`config.mk`:
```
export PLATFORM = sky130hd
export DESIGN_NAME = ctrl_pipe
export DESIGN_NICKNAME = d
export VERILOG_FILES = /design/src/rtl/ctrl_pipe_pkg.sv /design/src/rtl/mdu_timer.sv /design/src/rtl/ctrl_pipe.sv
export SDC_FILE = /design/constraint.sdc
export NUM_CORES = 1
export LEC_CHECK = 0
export ABC_AREA = 1
export CAP_MARGIN = 20
export CELL_PAD_IN_SITES_DETAIL_PLACEMENT = 0
export CELL_PAD_IN_SITES_GLOBAL_PLACEMENT = 1
export CORE_MARGIN = 2
export CORE_UTILIZATION = 27
export CTS_CLUSTER_SIZE = 28
export DETAILED_ROUTE_END_ITERATION = 8
export GPL_ROUTABILITY_DRIVEN = 1
export HOLD_SLACK_MARGIN = 0.1
export PLACE_DENSITY_LB_ADDON = 0.3
export SETUP_SLACK_MARGIN = 0.15
export SYNTH_ARGS = -nofsm -noshare
export SYNTH_HDL_FRONTEND = slang
export SYNTH_SLANG_ARGS = --single-unit
```
`constraint.sdc`:
```
create_clock -name clk -period 1.63 [get_ports clk]
set_input_delay 0.4075 -clock clk [delete_from_list [all_inputs] [get_ports clk]]
set_output_delay 0.4075 -clock clk [all_outputs]
set_load 0.005 [all_outputs]
```
`src/rtl/ctrl_pipe_pkg.sv`:
```
// ctrl_pipe_pkg: shared control-bundle layout, ALU op codes and MDU timer states
package ctrl_pipe_pkg;
  localparam int ALU_OP_W  = 4;
  localparam int DM_OP_W   = 3;
  localparam int EXT_OP_W  = 2;
  localparam int PC_OP_W   = 3;
  localparam int REG_SRC_W = 2;
  localparam int REG_DST_W = 2;
  localparam int REG_IN_W  = 2;
  localparam int CTRL_PAD_W = 10;
  typedef enum logic [ALU_OP_W-1:0] {
    ALU_OP_ADD, ALU_OP_SUB, ALU_OP_AND, ALU_OP_OR, ALU_OP_XOR, ALU_OP_NOR,
    ALU_OP_SLT, ALU_OP_SLTU, ALU_OP_SLL, ALU_OP_SRL, ALU_OP_SRA, ALU_OP_LUI,
    ALU_OP_MUL, ALU_OP_MULU, ALU_OP_DIV, ALU_OP_DIVU
  } alu_op_e;
  typedef struct packed {
    logic [CTRL_PAD_W-1:0] pad;
    alu_op_e               alu_op;
    logic                  alu_src;
    logic [DM_OP_W-1:0]    dm_op;
    logic                  dm_wr;
    logic                  dm_rd;
    logic [EXT_OP_W-1:0]   ext_op;
    logic [PC_OP_W-1:0]    pc_op;
    logic [REG_SRC_W-1:0]  reg_src;
    logic [REG_DST_W-1:0]  reg_dst;
    logic                  reg_wr;
    logic [REG_IN_W-1:0]   reg_in;
  } ctrl_t;
  localparam int CTRL_W_DEF = $bits(ctrl_t);
  typedef enum logic {RUN, MDU_WAIT} mdu_state_e;
endpackage

```
`src/rtl/mdu_timer.sv`:
```
// mdu_timer: RUN/MDU_WAIT FSM with 6-bit down-counter timing multi-cycle mul/div occupancy of EX
module mdu_timer
  import ctrl_pipe_pkg::*;
#(
  parameter int MUL_CYCLES = 4,
  parameter int DIV_CYCLES = 32
) (
  input  logic clk,
  input  logic rst,
  input  logic flush,
  input  logic start,
  input  logic is_div,
  output logic busy
);
  mdu_state_e state_q;
  logic [5:0] cnt_q;
  logic [5:0] load;
  assign load = is_div ? 6'(DIV_CYCLES - 1) : 6'(MUL_CYCLES - 1);
  assign busy = state_q == MDU_WAIT;
  always_ff @(posedge clk) begin
    if (rst || flush) begin
      state_q <= RUN;
      cnt_q   <= '0;
    end else if (state_q == MDU_WAIT) begin
      cnt_q   <= cnt_q - 6'd1;
      state_q <= cnt_q == 6'd1 ? RUN : MDU_WAIT;
    end else if (start) begin
      cnt_q   <= load;
      state_q <= load != 6'd0 ? MDU_WAIT : RUN;
    end
  end
endmodule

```
`src/rtl/ctrl_pipe.sv`:
```
// ctrl_pipe: ID->EX control register with load-use bubbling, flush and multi-cycle MDU stall
module ctrl_pipe
  import ctrl_pipe_pkg::*;
#(
  parameter int CTRL_W     = CTRL_W_DEF,
  parameter int MUL_CYCLES = 4,
  parameter int DIV_CYCLES = 32
) (
  input  logic              clk,
  input  logic              rst,
  input  logic              in_valid,
  input  logic [CTRL_W-1:0] in_ctrl,
  input  logic [4:0]        in_rs,
  input  logic [4:0]        in_rt,
  input  logic              in_uses_rt,
  input  logic [4:0]        in_dst,
  input  logic              in_dm_rd,
  input  logic              in_mul,
  input  logic              in_div,
  input  logic              flush,
  output logic              ex_valid,
  output logic [CTRL_W-1:0] ex_ctrl,
  output logic [4:0]        ex_dst,
  output logic              ex_dm_rd,
  output logic              stall,
  output logic              mdu_busy
);
  logic hazard;
  logic start;
  assign hazard = ex_valid & ex_dm_rd & (ex_dst != 5'd0) & in_valid &
                  ((ex_dst == in_rs) | (in_uses_rt & (ex_dst == in_rt)));
  assign start  = in_valid & (in_mul | in_div) & ~hazard & ~flush & ~mdu_busy;
  assign stall  = mdu_busy | hazard;
  mdu_timer #(
    .MUL_CYCLES(MUL_CYCLES),
    .DIV_CYCLES(DIV_CYCLES)
  ) u_timer (
    .clk   (clk),
    .rst   (rst),
    .flush (flush),
    .start (start),
    .is_div(in_div),
    .busy  (mdu_busy)
  );
  always_ff @(posedge clk) begin
    if (rst || flush || (!mdu_busy && hazard)) begin
      ex_valid <= 1'b0;
      ex_ctrl  <= '0;
      ex_dst   <= '0;
      ex_dm_rd <= 1'b0;
    end else if (!mdu_busy) begin
      ex_valid <= in_valid;
      ex_ctrl  <= in_ctrl;
      ex_dst   <= in_dst;
      ex_dm_rd <= in_dm_rd;
    end
  end
endmodule

```
After elaboration in Yosys (flattened, before gate mapping)
Index checks and enable logic that the tools add are counted.
{"block": "word_totals", "romBits": 0, "wordCells": 39, "latchBits": 0, "ramBits": 0, "n_memories": 0, "output_inout_bits": 41, "ff_bits": 46}
{"block": "classes", "mux": 7, "n_div": 0, "mul": 0, "eq_ne": 3, "bitwise_logic": 15, "n_shift": 0, "add_sub_neg": 1, "order_cmp": 0, "reduce_logical": 7}
{"operator": "6-bit two-way mux", "n": 2}
{"operator": "5-bit == test", "n": 2}
{"operator": "1-bit AND", "n": 9}
{"operator": "6-bit by 1-bit == test with 1-bit output, second input constant", "n": 1}
{"operator": "6-bit nonzero test", "n": 1}
{"operator": "6-bit by 1-bit subtractor with 6-bit output, second input constant", "n": 1}
{"operator": "5-bit two-way mux", "n": 1}
{"operator": "5-bit nonzero test", "n": 1}
{"operator": "1-bit two-way mux", "n": 4}
{"operator": "1-bit NOT", "n": 3}
{"operator": "1-bit OR", "n": 3}
{"operator": "1-bit logical OR", "n": 2}
{"operator": "2-bit nonzero test", "n": 1}
{"operator": "1-bit logical AND", "n": 1}
{"operator": "1-bit logical NOT", "n": 1}

Depth between registers and ports, before layout
{"block": "depth", "depth_word": 10, "mapped_depth": 11, "mapped_depth_nobuf": 11}

Modules after synthesis
Synthesis repeated with hierarchy kept, for this count alone.
{"block": "hier_totals", "cells_unflattened": 252, "area_unflattened_um2": 2053.2}
{"module": "ctrl_pipe", "cells_each": 190, "n_inst": 1, "area_per_inst_um2": 1636.6}
{"module": "mdu_timer", "cells_each": 62, "n_inst": 1, "area_per_inst_um2": 416.6}

Worst setup path after synthesis
Ideal clock, no wire load.
{"block": "synth_timing", "path_kind": "reg2reg", "startpoint": "register ex_dst[3]", "endpoint": "register ex_ctrl[21]", "arrival_ns": 1.257, "n_path_buf": 2, "slack_ns": 0.259, "required_time_ns": 1.516, "path_stages_with_launch": 12, "path_cell_list": "dfxtp_1 > inv_2 > nand2_1 > nand2_1 > nor2_1 > nand3_1 > nand2_2 > nand3_4 > nand2_2 > buf_6 > buf_12 > a21oi_2"}
{"block": "synth_via", "elab_chain_cells": 6, "word_cells_on_any_way": 10, "classes_between": "eq/ne: 2; bitwise: 5; reduce/logical: 3"}
{"element": "start, declared", "line_no": "ctrl_pipe.sv:23", "source": "output logic [4:0] ex_dst,"}
{"element": "start signal, assigned", "line_no": "ctrl_pipe.sv:54", "source": "ex_dst <= in_dst;"}
{"element": "5-bit == test / 5-bit nonzero test (equally long branches)", "line_no": "ctrl_pipe.sv:31, ctrl_pipe.sv:30"}
{"element": "1-bit AND (on tied branches)", "line_no": "ctrl_pipe.sv:31, ctrl_pipe.sv:30"}
{"element": "1-bit OR / 1-bit AND (equally long branches)", "line_no": "ctrl_pipe.sv:31, ctrl_pipe.sv:30"}
{"element": "1-bit AND *", "line_no": "ctrl_pipe.sv:30", "source": "assign hazard = ex_valid & ex_dm_rd & (ex_dst != 5'd0) & in_valid &"}
{"element": "1-bit logical AND *", "line_no": "ctrl_pipe.sv:46", "source": "if (rst || flush || (!mdu_busy && hazard)) begin"}
{"element": "1-bit logical OR *", "line_no": "ctrl_pipe.sv:46"}
{"element": "end signal, assigned", "line_no": "ctrl_pipe.sv:53", "source": "ex_ctrl <= in_ctrl;"}
{"element": "end, declared", "line_no": "ctrl_pipe.sv:22", "source": "output logic [CTRL_W-1:0] ex_ctrl,"}
Mark *: on every way between the ends. The rest lies on a longest branch, timed or not.
A chain may end at the register's enable or synchronous reset.

Worst setup path after layout
{"block": "layout_timing", "startpoint": "register ex_dst[3]", "endpoint": "output stall"}
{"block": "layout_via", "elab_chain_cells": 5, "word_cells_on_any_way": 9, "classes_between": "eq/ne: 2; bitwise: 6; reduce/logical: 1"}
{"element": "5-bit == test / 5-bit nonzero test (equally long branches)", "line_no": "ctrl_pipe.sv:31, ctrl_pipe.sv:30"}
{"element": "1-bit AND (on tied branches)", "line_no": "ctrl_pipe.sv:31, ctrl_pipe.sv:30"}
{"element": "1-bit OR / 1-bit AND (equally long branches)", "line_no": "ctrl_pipe.sv:31, ctrl_pipe.sv:30"}
{"element": "1-bit AND *", "line_no": "ctrl_pipe.sv:30"}
{"element": "1-bit OR *", "line_no": "ctrl_pipe.sv:33", "source": "assign stall = mdu_busy | hazard;"}
{"element": "end, declared", "line_no": "ctrl_pipe.sv:25", "source": "output logic stall,"}
Marks and branches as above.

==> results.py <==
metrics = {
    "floorplanning": {
        "io_pins": 96,
        "die_area_um2": 8210,
        "die_w_um": 90.6,
        "rows": 31,
        "die_h_um": 90.6,
        "start_util_pct": 27.9,
        "core-area_um2": 7250,
    },
    "yosys": {
        "yosysUniqueCellTypes": 23,
        "yosys_most_used_dff": "dfxtp_1",
        "synth_area_leaders": "dfxtp_1 45%, nand2_1 22%, a21oi_1 9.4%, a21oi_2 4.3%, inv_1 3.7%",
        "synth_edf_count": 0,
        "syn_inst": 288,
        "yosysMostFrequentCell": "nand2_1",
        "synth_common_cells": "119 x nand2_1, 46 x dfxtp_1, 38 x a21oi_1",
        "synth_top_area_share_pct": 45.5,
        "synth_nets": 345,
        "yosysSeqAreaShare_pct": 45.5,
        "synth.largest_area_cell": "dfxtp_1",
        "syn_area_um2": 2020,
        "synth.avg_cell_area_um2": 7.03,
        "yosys_warnings": 0,
        "ys_ff_latch": 46,
        "async_flop_share_pct": 0,
    },
    "pwr": {
        "pwr-share-comb_pct": 19.4,
        "p_clk_share_pct": 33.2,
        "switching_share_pct": 24.3,
        "p_seq_share_pct": 47.4,
        "leakagePower_nw": 1.72,
        "p_sw_mw": 0.616,
        "p_total_mw": 2.53,
        "max-vdd-ir-drop_mv": 0.337,
        "powerDensity_nw_per_um2": 692,
        "internal_power_mw": 1.91,
    },
    "clock_network": {
        "tritoncts": "built",
        "cts.sinks": 46,
        "cts_root_buffer": "clkbuf_8",
        "hold_buffers": 0,
        "clkTransAtPathRegs_ps": 80,
        "cts.path.max_buffers": 2,
        "cts.htree.levels": 2,
        "numCtsBuffers": 5,
        "clock_latency_ps": 300,
    },
    "placed_design": {
        "dpl_cell_area_um2": 3200,
        "finalWeightedCongestion": 0.745,
        "port_buffers": 95,
        "hpwl_um": 3830,
    },
    "grt": {
        "antenna_found_initial": 0,
        "grt_pass1_wl_um": 9660,
        "grtUsageTotal_pct": 14.5,
        "grt_max_degree": 45,
        "grt_pass1_vias": 2093,
        "globalRouteOverflowTotal": 0,
    },
    "finish": {
        "layout.nets": 464,
        "area_delta_synth_final_pct": 80.7,
        "drive_above_1_share_pct": 29.2,
        "insertedDiodeCount": 0,
        "final_util_pct": 50.4,
        "stdcell_area_um2": 3660,
    },
    "critical_path": {
        "arrival_ps": 1330,
        "cp_max_fo": 4,
        "r2r_cells": 11,
        "r2r-start": "ex_dst[3]",
        "end_kind": "output pin",
        "crit_type": "flip-flop to output pin",
        "cp.required_ps": 1220,
        "regToRegEndpoint": "ex_dm_rd",
        "r2r_setup_slack_ps": -10,
        "start_kind": "flip-flop",
    },
    "timing": {
        "max_freq_mhz": 576,
        "period_minus_slack_ps": 1740,
        "drv_slew": 0,
        "tightest_slew_ps": 477,
        "maxSlewHeadroom_pct": 68.1,
        "hold_slack_ps": 475,
        "rsz0062_at_grt": "yes",
        "setup_ws_ps": -106,
        "period_share_pct": 107,
        "finalHoldViolCount": 0,
        "setup_viol": 7,
        "finalClockSkew_ps": 11.1,
    },
    "hold_path": {
        "worstHoldPathCells": 2,
        "hp-class": "flip-flop to flip-flop",
        "min_from": "ex_ctrl[18]",
        "hold_end": "ex_ctrl[18]",
    },
    "run_status": {
        "violations": "setup timing",
        "outcome": "complete, but fails checks",
    },
    "route": {
        "drtIter0Drc": 78,
        "routedWlPerCell_um": 11.6,
        "route.detailed.drc": 0,
        "firstDrtPassIters": 4,
        "ant_nets": 0,
        "vias": 2196,
        "via_per_inst": 4.33,
        "totalWireLength_um": 5870,
    },
    "job": {
        "drv_cap": 0,
    },
}
==> metrics by stage <==
| step | worst slack, ps | TNS (ps) | cells |
|---|---|---|---|
| 2_1_floorplan | 259 | 0 | 288 |
| 3_3_place_gp | -670 | -15480 | 489 |
| 3_5_place_dp | -671 | -15420 | 489 |
| 4_1_cts | -121 | -121 | 503 |
| 5_1_grt | -199 | -875 | 507 |
| 6_report | -106 | -164 | 507 |
==> cell usage in the layout (no fill, tap or decap), types with 2 or more instances in the layout <==
cell type,count
dlygate4sd2_1,49
buf_12,3
clkdlybuf4s50_1,42
dfxtp_2,17
buf_4,15
buf_6,8
clkbuf_1,2
nand3_2,2
nand2_8,2
a21oi_2,42
clkbuf_8,5
dfxtp_1,24
buf_16,3
nand2_1,117
a21oi_1,5
dfxtp_4,5
inv_1,18
o21ai_0,2
nand3_1,3
nand2_2,2
ha_1,2
nor2_1,17
inv_2,5
xnor2_1,2
clkdlybuf4s15_1,2
==> per-layer routing <==
| layer | wire length, um | part of all wire [%] | track usage [%] | vias to the layer above |
|---|---|---|---|---|
| li1 | - | - | - | 1142 |
| met1 | 2620 | 45 | 17.6 | 1000 |
| met5 | 0 | 0 | 0 | - |
| met4 | 95 | 1.6 | 5.38 | 0 |
| met2 | 2870 | 49 | 24.4 | 46 |
| met3 | 286 | 4.9 | 3.84 | 8 |
==> cells by family (layout without fill, tap and decap cells) <==
kind of cell             after synthesis  count (layout)  synth area share, %
flip-flops                            46              46                 45.5
adder cells (fa/ha/maj)                2               2                 1.24
buffers and inverters                 36             156                 8.03
AO/OA/AOI/OAI                         53              53                 15.1
XOR/XNOR                               2               2                0.865
AND/OR/NAND/NOR                      149             149                 29.3
==> critical path: stages (launching register included) <==
cell     delay [ps]
dfxtp_4         370
buf_6           120
nor2_4           70
nand3_2          70
o21ai_1         130
inv_1            60
nand2_1          60
nand2_1          40
buf_2           120
==> sequential cells by signal, summed over array words and instances (netlist names) <==
signal and cells:
ex_dm_rd 1, ex_dst 5, u_timer.cnt_q 6, u_timer.busy 1
ex_valid 1, ex_ctrl 32
==> power groups by stage <==
stage / logic (mW) / clock network (mW) / registers (mW)
final: 0.491 / 0.839 / 1.20
after detailed placement: 0.449 / 0 / 1.23
after global placement: 0.446 / 0 / 1.23
after CTS: 0.480 / 0.874 / 1.20
after global routing: 0.541 / 0.920 / 1.21
after floorplan: 0.168 / 0 / 1.23
==> final cells by class <==
| class | count | area, um^2 |
|---|---|---|
| Timing Repair Buffer | 125 | 1250 |
| Fill cell | 758 | 3590 |
| Clock buffer | 7 | 76.3 |
| Tap cell | 99 | 124 |
| Sequential cell | 46 | 961 |
| Clock inverter | 1 | 30.0 |
| Multi-Input combinational cell | 206 | 1130 |
| Inverter | 23 | 86.3 |
==> what timing repair did <==
item / CTS / global route
endpoints found under the setup margin: 87 / 49
gates resized for setup: 127 / 19
gates cloned: 3 / 1
pin swaps: 15 / 8
setup buffers: 3 / 3
==> worst max-delay path by stage <==
| stage | startpoint | to | slack (ps) | depth (start not counted) |
|---|---|---|---|---|
| final | ex_dst[3] | stall | -110 | 8 |
| after global routing | ex_dst[2] | stall | -200 | 9 |
| after CTS | ex_dst[3] | stall | -120 | 8 |
| after detailed placement | in_rs[4] | stall | -670 | 10 |
| after global placement | in_rs[4] | stall | -670 | 10 |
| after floorplan | ex_dst[3] | ex_ctrl[21] | 260 | 11 |
(Power assumes the default switching activity.)
